### src/rtl/edge_event_arbiter.sv
// Rising-edge event capture on N_CH level inputs, served round-robin onto one valid/ready port.
// Define EDGE_ARB_SYNC_EN to insert a 2-flop synchronizer on every d_in bit.
module edge_event_arbiter #(
  parameter int unsigned N_CH = 4,
  parameter int unsigned ID_W = 2
) (
  input  logic            clk,
  input  logic            rstn,
  input  logic [N_CH-1:0] d_in,
  input  logic [N_CH-1:0] ch_en,
  output logic            evt_valid,
  input  logic            evt_ready,
  output logic [ID_W-1:0] evt_id,
  output logic [N_CH-1:0] ovf,
  input  logic            ovf_clr
);

  typedef enum logic {
    S_IDLE,
    S_OFFER
  } state_t;

  state_t          state;
  state_t          state_nxt;
  logic [N_CH-1:0] d_s;
  logic [N_CH-1:0] d_q;
  logic [N_CH-1:0] rise;
  logic [N_CH-1:0] pending;
  logic [N_CH-1:0] pending_nxt;
  logic [N_CH-1:0] load_oh;
  logic [N_CH-1:0] ovf_set;
  logic [N_CH-1:0] ovf_nxt;
  logic [ID_W-1:0] last_id;
  logic [ID_W-1:0] win_id;
  logic [ID_W-1:0] idx;
  logic            any_pend;
  logic            found;
  logic            load;

`ifdef EDGE_ARB_SYNC_EN
  logic [N_CH-1:0] sync1;
  logic [N_CH-1:0] sync2;

  always_ff @(posedge clk or negedge rstn) begin
    if (!rstn) begin
      sync1 <= '0;
      sync2 <= '0;
    end else begin
      sync1 <= d_in;
      sync2 <= sync1;
    end
  end

  assign d_s = sync2;
`else
  assign d_s = d_in;
`endif

  // ch_en masks detection only; d_q keeps tracking so re-enabling a high input is not an edge
  assign rise     = d_s & ~d_q & ch_en;
  assign any_pend = |pending;

  // Round-robin search starting just after the last served channel
  always_comb begin
    win_id = '0;
    found  = 1'b0;
    idx    = '0;
    for (int unsigned off = 1; off <= N_CH; off++) begin
      idx = ID_W'((32'(last_id) + off) % N_CH);
      if (!found && pending[idx]) begin
        found  = 1'b1;
        win_id = idx;
      end
    end
  end

  always_comb begin
    state_nxt = state;
    load      = 1'b0;
    case (state)
      S_IDLE: begin
        if (any_pend) begin
          load      = 1'b1;
          state_nxt = S_OFFER;
        end
      end
      S_OFFER: begin
        if (evt_ready) begin
          if (any_pend) load = 1'b1;
          else          state_nxt = S_IDLE;
        end
      end
      default: state_nxt = S_IDLE;
    endcase
  end

  // A rise on the channel being loaded re-arms pending without counting as an overflow
  always_comb begin
    load_oh = '0;
    if (load) load_oh[win_id] = 1'b1;
    pending_nxt = (pending & ~load_oh) | rise;
    ovf_set     = rise & pending & ~load_oh;
    ovf_nxt     = (ovf & {N_CH{~ovf_clr}}) | ovf_set;
  end

  always_ff @(posedge clk or negedge rstn) begin
    if (!rstn) begin
      state   <= S_IDLE;
      d_q     <= '0;
      pending <= '0;
      ovf     <= '0;
      evt_id  <= '0;
      last_id <= ID_W'(N_CH - 1);
    end else begin
      state   <= state_nxt;
      d_q     <= d_s;
      pending <= pending_nxt;
      ovf     <= ovf_nxt;
      if (load) begin
        evt_id  <= win_id;
        last_id <= win_id;
      end
    end
  end

  assign evt_valid = (state == S_OFFER);

endmodule

### config.mk
export PLATFORM = sky130hd
export DESIGN_NAME = edge_event_arbiter
export DESIGN_NICKNAME = d
export VERILOG_FILES = /design/src/rtl/edge_event_arbiter.sv
export SDC_FILE = /design/constraint.sdc
export NUM_CORES = 1
export LEC_CHECK = 0
export CAP_MARGIN = 15
export CORE_MARGIN = 2
export CORE_UTILIZATION = 40
export CTS_BUF_LIST = sky130_fd_sc_hd__clkbuf_2 sky130_fd_sc_hd__clkbuf_4 sky130_fd_sc_hd__clkbuf_8
export DETAILED_ROUTE_END_ITERATION = 8
export HOLD_SLACK_MARGIN = 0.08
export PLACE_DENSITY = 0.65
export RECOVER_POWER = 50
export SYNTH_ARGS = -nofsm -noshare
export SYNTH_HDL_FRONTEND = slang
export SYNTH_SLANG_ARGS = --single-unit
export TNS_END_PERCENT = 100
### constraint.sdc
create_clock -name clk -period 2.4 [get_ports clk]
set_input_delay 0.6 -clock clk [delete_from_list [all_inputs] [get_ports clk]]
set_output_delay 0.6 -clock clk [all_outputs]
set_load 0.005 [all_outputs]
==> impl_metrics.yaml <==
outcome:
  status: "finished, final reports clean"
placed_design:
  gp_congestion: 0.8379
  dp_hpwl_um: 985.8
  port_buffers: 18
  placed_cell_area_um2: 914.6
setup_path:
  cp_slowest_cell: "clkdlybuf4s50_1"
  critPathMaxStageDelay_ns: 0.51
  end_kind: "primary output"
  crit_required_ns: 1.80
  cp_max_fo: 2
  critPathBufInv: 1
  cp-start-kind: "flip-flop"
  worstSetupPathType: "flip-flop to primary output"
  path_delay_family: "buffers and inverters"
  worstPathCellList: "clkdlybuf4s50_1"
  arrival_ns: 1.16
synth:
  syn_area_um2: 705.7
  postSynthAreaPerCell_um2: 10.69
  ys.warnings.count: 0
  syn-num-nets: 78
  yosysUniqueCellTypes: 23
  synthCells: 66
  synth.ff_latch_count: 17
  ys_seq_area_frac: 0.6064
pwr:
  peakVddDrop_uv: 508.8
  total_power_mw: 1.036
  power.leakage_nw: 0.4070
  powerDensity_mw_per_mm2: 1104
floorplanning:
  initial_utilization: 0.4178
  die_w_um: 46
  coreArea_mm2: 0.001689
  die_area_mm2: 0.002116
  die_height_um: 46
  ios: 19
  num_rows: 15
sta:
  tns_ns: 0
  period_share: 0.7352
  hold-worst-slack_ns: 0.4890
  setup_violations: 0
  hold_viol_final: 0
  finClkSkew_ns: 0.001509
  fmax_ghz: 0.5667
  tightest_slew_ns: 0.8591
  drv_slew: 0
  slew_headroom: 0.4272
  rsz0062_at_grt: "false"
  period_needed_ns: 1.765
global_routing:
  grt-ovfl-total: 0
  antenna_found_initial: 0
  track_usage: 0.1358
  grt_pass1_wl_mm: 2.097
  grt_pass1_vias: 535
  grt_start_max_net_pins: 18
detailed_routing:
  viasPerCell: 5.217
  wl_per_cell_um: 12.13
  antenna_left: 0
  drc: 0
  drt_first_pass_iters: 4
  drt_wl_total_mm: 1.286
  via_count: 553
  drtIter0Drc: 8
cts:
  h-tree-depth: 1
  clkSinkCount: 17
  insertion_delay_ns: 0.28
  cts_hold_buf: 0
  cts.clk_slew.worst_paths_ns: 0.10
  cts_tree: "built"
  clock_path_buffers: 2
  cts-root-buf: "clkbuf_4"
  cts_resized: 0
  cts_setup_buffers: 0
  cts_made_buffers: 3
finish:
  layout.cells.most_common: "dfrtp_1"
  n_antenna_cell: 0
  finish.net_count: 102
  final_cell_area_um2: 938.4
  syn_to_final_growth_pct: 32.98
  drive_gt1_frac: 0.08989
  layout_common_cells: "dfrtp_1 (15), clkdlybuf4s50_1 (13), nand2_1 (9)"
  post-route-util: 0.5556
min_path:
  min_path_type: "flip-flop to flip-flop"
flow_run:
  drv_cap: 0
-- cells in the mapped netlist (all sizes together) --
library cell	count	share of area
o31ai	2	0.028
dfrtp	15	0.53
mux2i	1	0.014
o22ai	4	0.035
and3	1	0.0089
dfstp	2	0.074
a21oi	2	0.014
o22a	1	0.012
a31oi	2	0.018
inv	6	0.032
and2	1	0.0089
o21a	1	0.011
nand3	1	0.0071
nand3b	4	0.043
nor4	1	0.0089
nand2b	5	0.044
o21ai	3	0.021
nand2	9	0.048
a21boi	1	0.011
nor2	2	0.011
or2	1	0.0089
nor2b	1	0.0089
-- where the power goes --
part,internal [mW],switching (mW),total [mW]
combinational,0.210,0.196,0.407
clock,0.0617,0.0863,0.148
sequential,0.389,0.0925,0.481
-- sequential cells by signal, summed over array words and instances (netlist names) --
| register | cells |
|---|---|
| ovf | 4 |
| evt_id | 2 |
| d_q | 4 |
| pending | 4 |
| last_id | 2 |
| evt_valid | 1 |
-- final timing paths --
| check | from | cells after the start | slack, ns | to |
|---|---|---|---|---|
| max in group asynchronous | rstn | 2 | 0.95 | ovf[1]$_DFF_PN0_ |
| max | ovf[3]$_DFF_PN0_ | 1 | 0.64 | ovf[3] |
| min in group asynchronous | rstn | 2 | 0.93 | pending[2]$_DFF_PN0_ |
| max reg2reg | last_id[1]$_DFFE_PN1P_ | 5 | 0.69 | ovf[0]$_DFF_PN0_ |
| min reg2reg | evt_id[1]$_DFFE_PN0P_ | 2 | 0.49 | evt_id[1]$_DFFE_PN0P_ |
| min | evt_id[1]$_DFFE_PN0P_ | 2 | 0.49 | evt_id[1]$_DFFE_PN0P_ |
-- final cells by class --
type / instances / area, µm²
Clock buffer: 3 / 22.52
Sequential cell: 17 / 427.9
Timing Repair Buffer: 19 / 183.9
Fill cell: 158 / 750.7
Inverter: 6 / 22.52
Clock inverter: 1 / 5.005
Multi-Input combinational cell: 43 / 255.2
Tap cell: 17 / 21.27
-- kinds of logic after synthesis --
family / share of synthesized area
AND/OR/NAND/NOR: 0.1968
flip-flops: 0.6064
AO/OA/AOI/OAI: 0.1507
buffers and inverters: 0.03191
multiplexers: 0.01418
-- metal layers --
metal	routed length [µm]	GRT usage
met5	0	0
met4	0	0.05143
met3	66	0.02778
met2	604	0.2056
met1	615	0.1908
-- through the flow --
step / worst slack (ns) / instances
CTS: 0.6146 / 106
finish: 0.6355 / 106
floorplan: 0.8893 / 66
global route: 0.5208 / 106
detailed placement: 0.5612 / 102
global placement: 0.5825 / 102
Note: power is estimated with default switching activity, not from simulation.
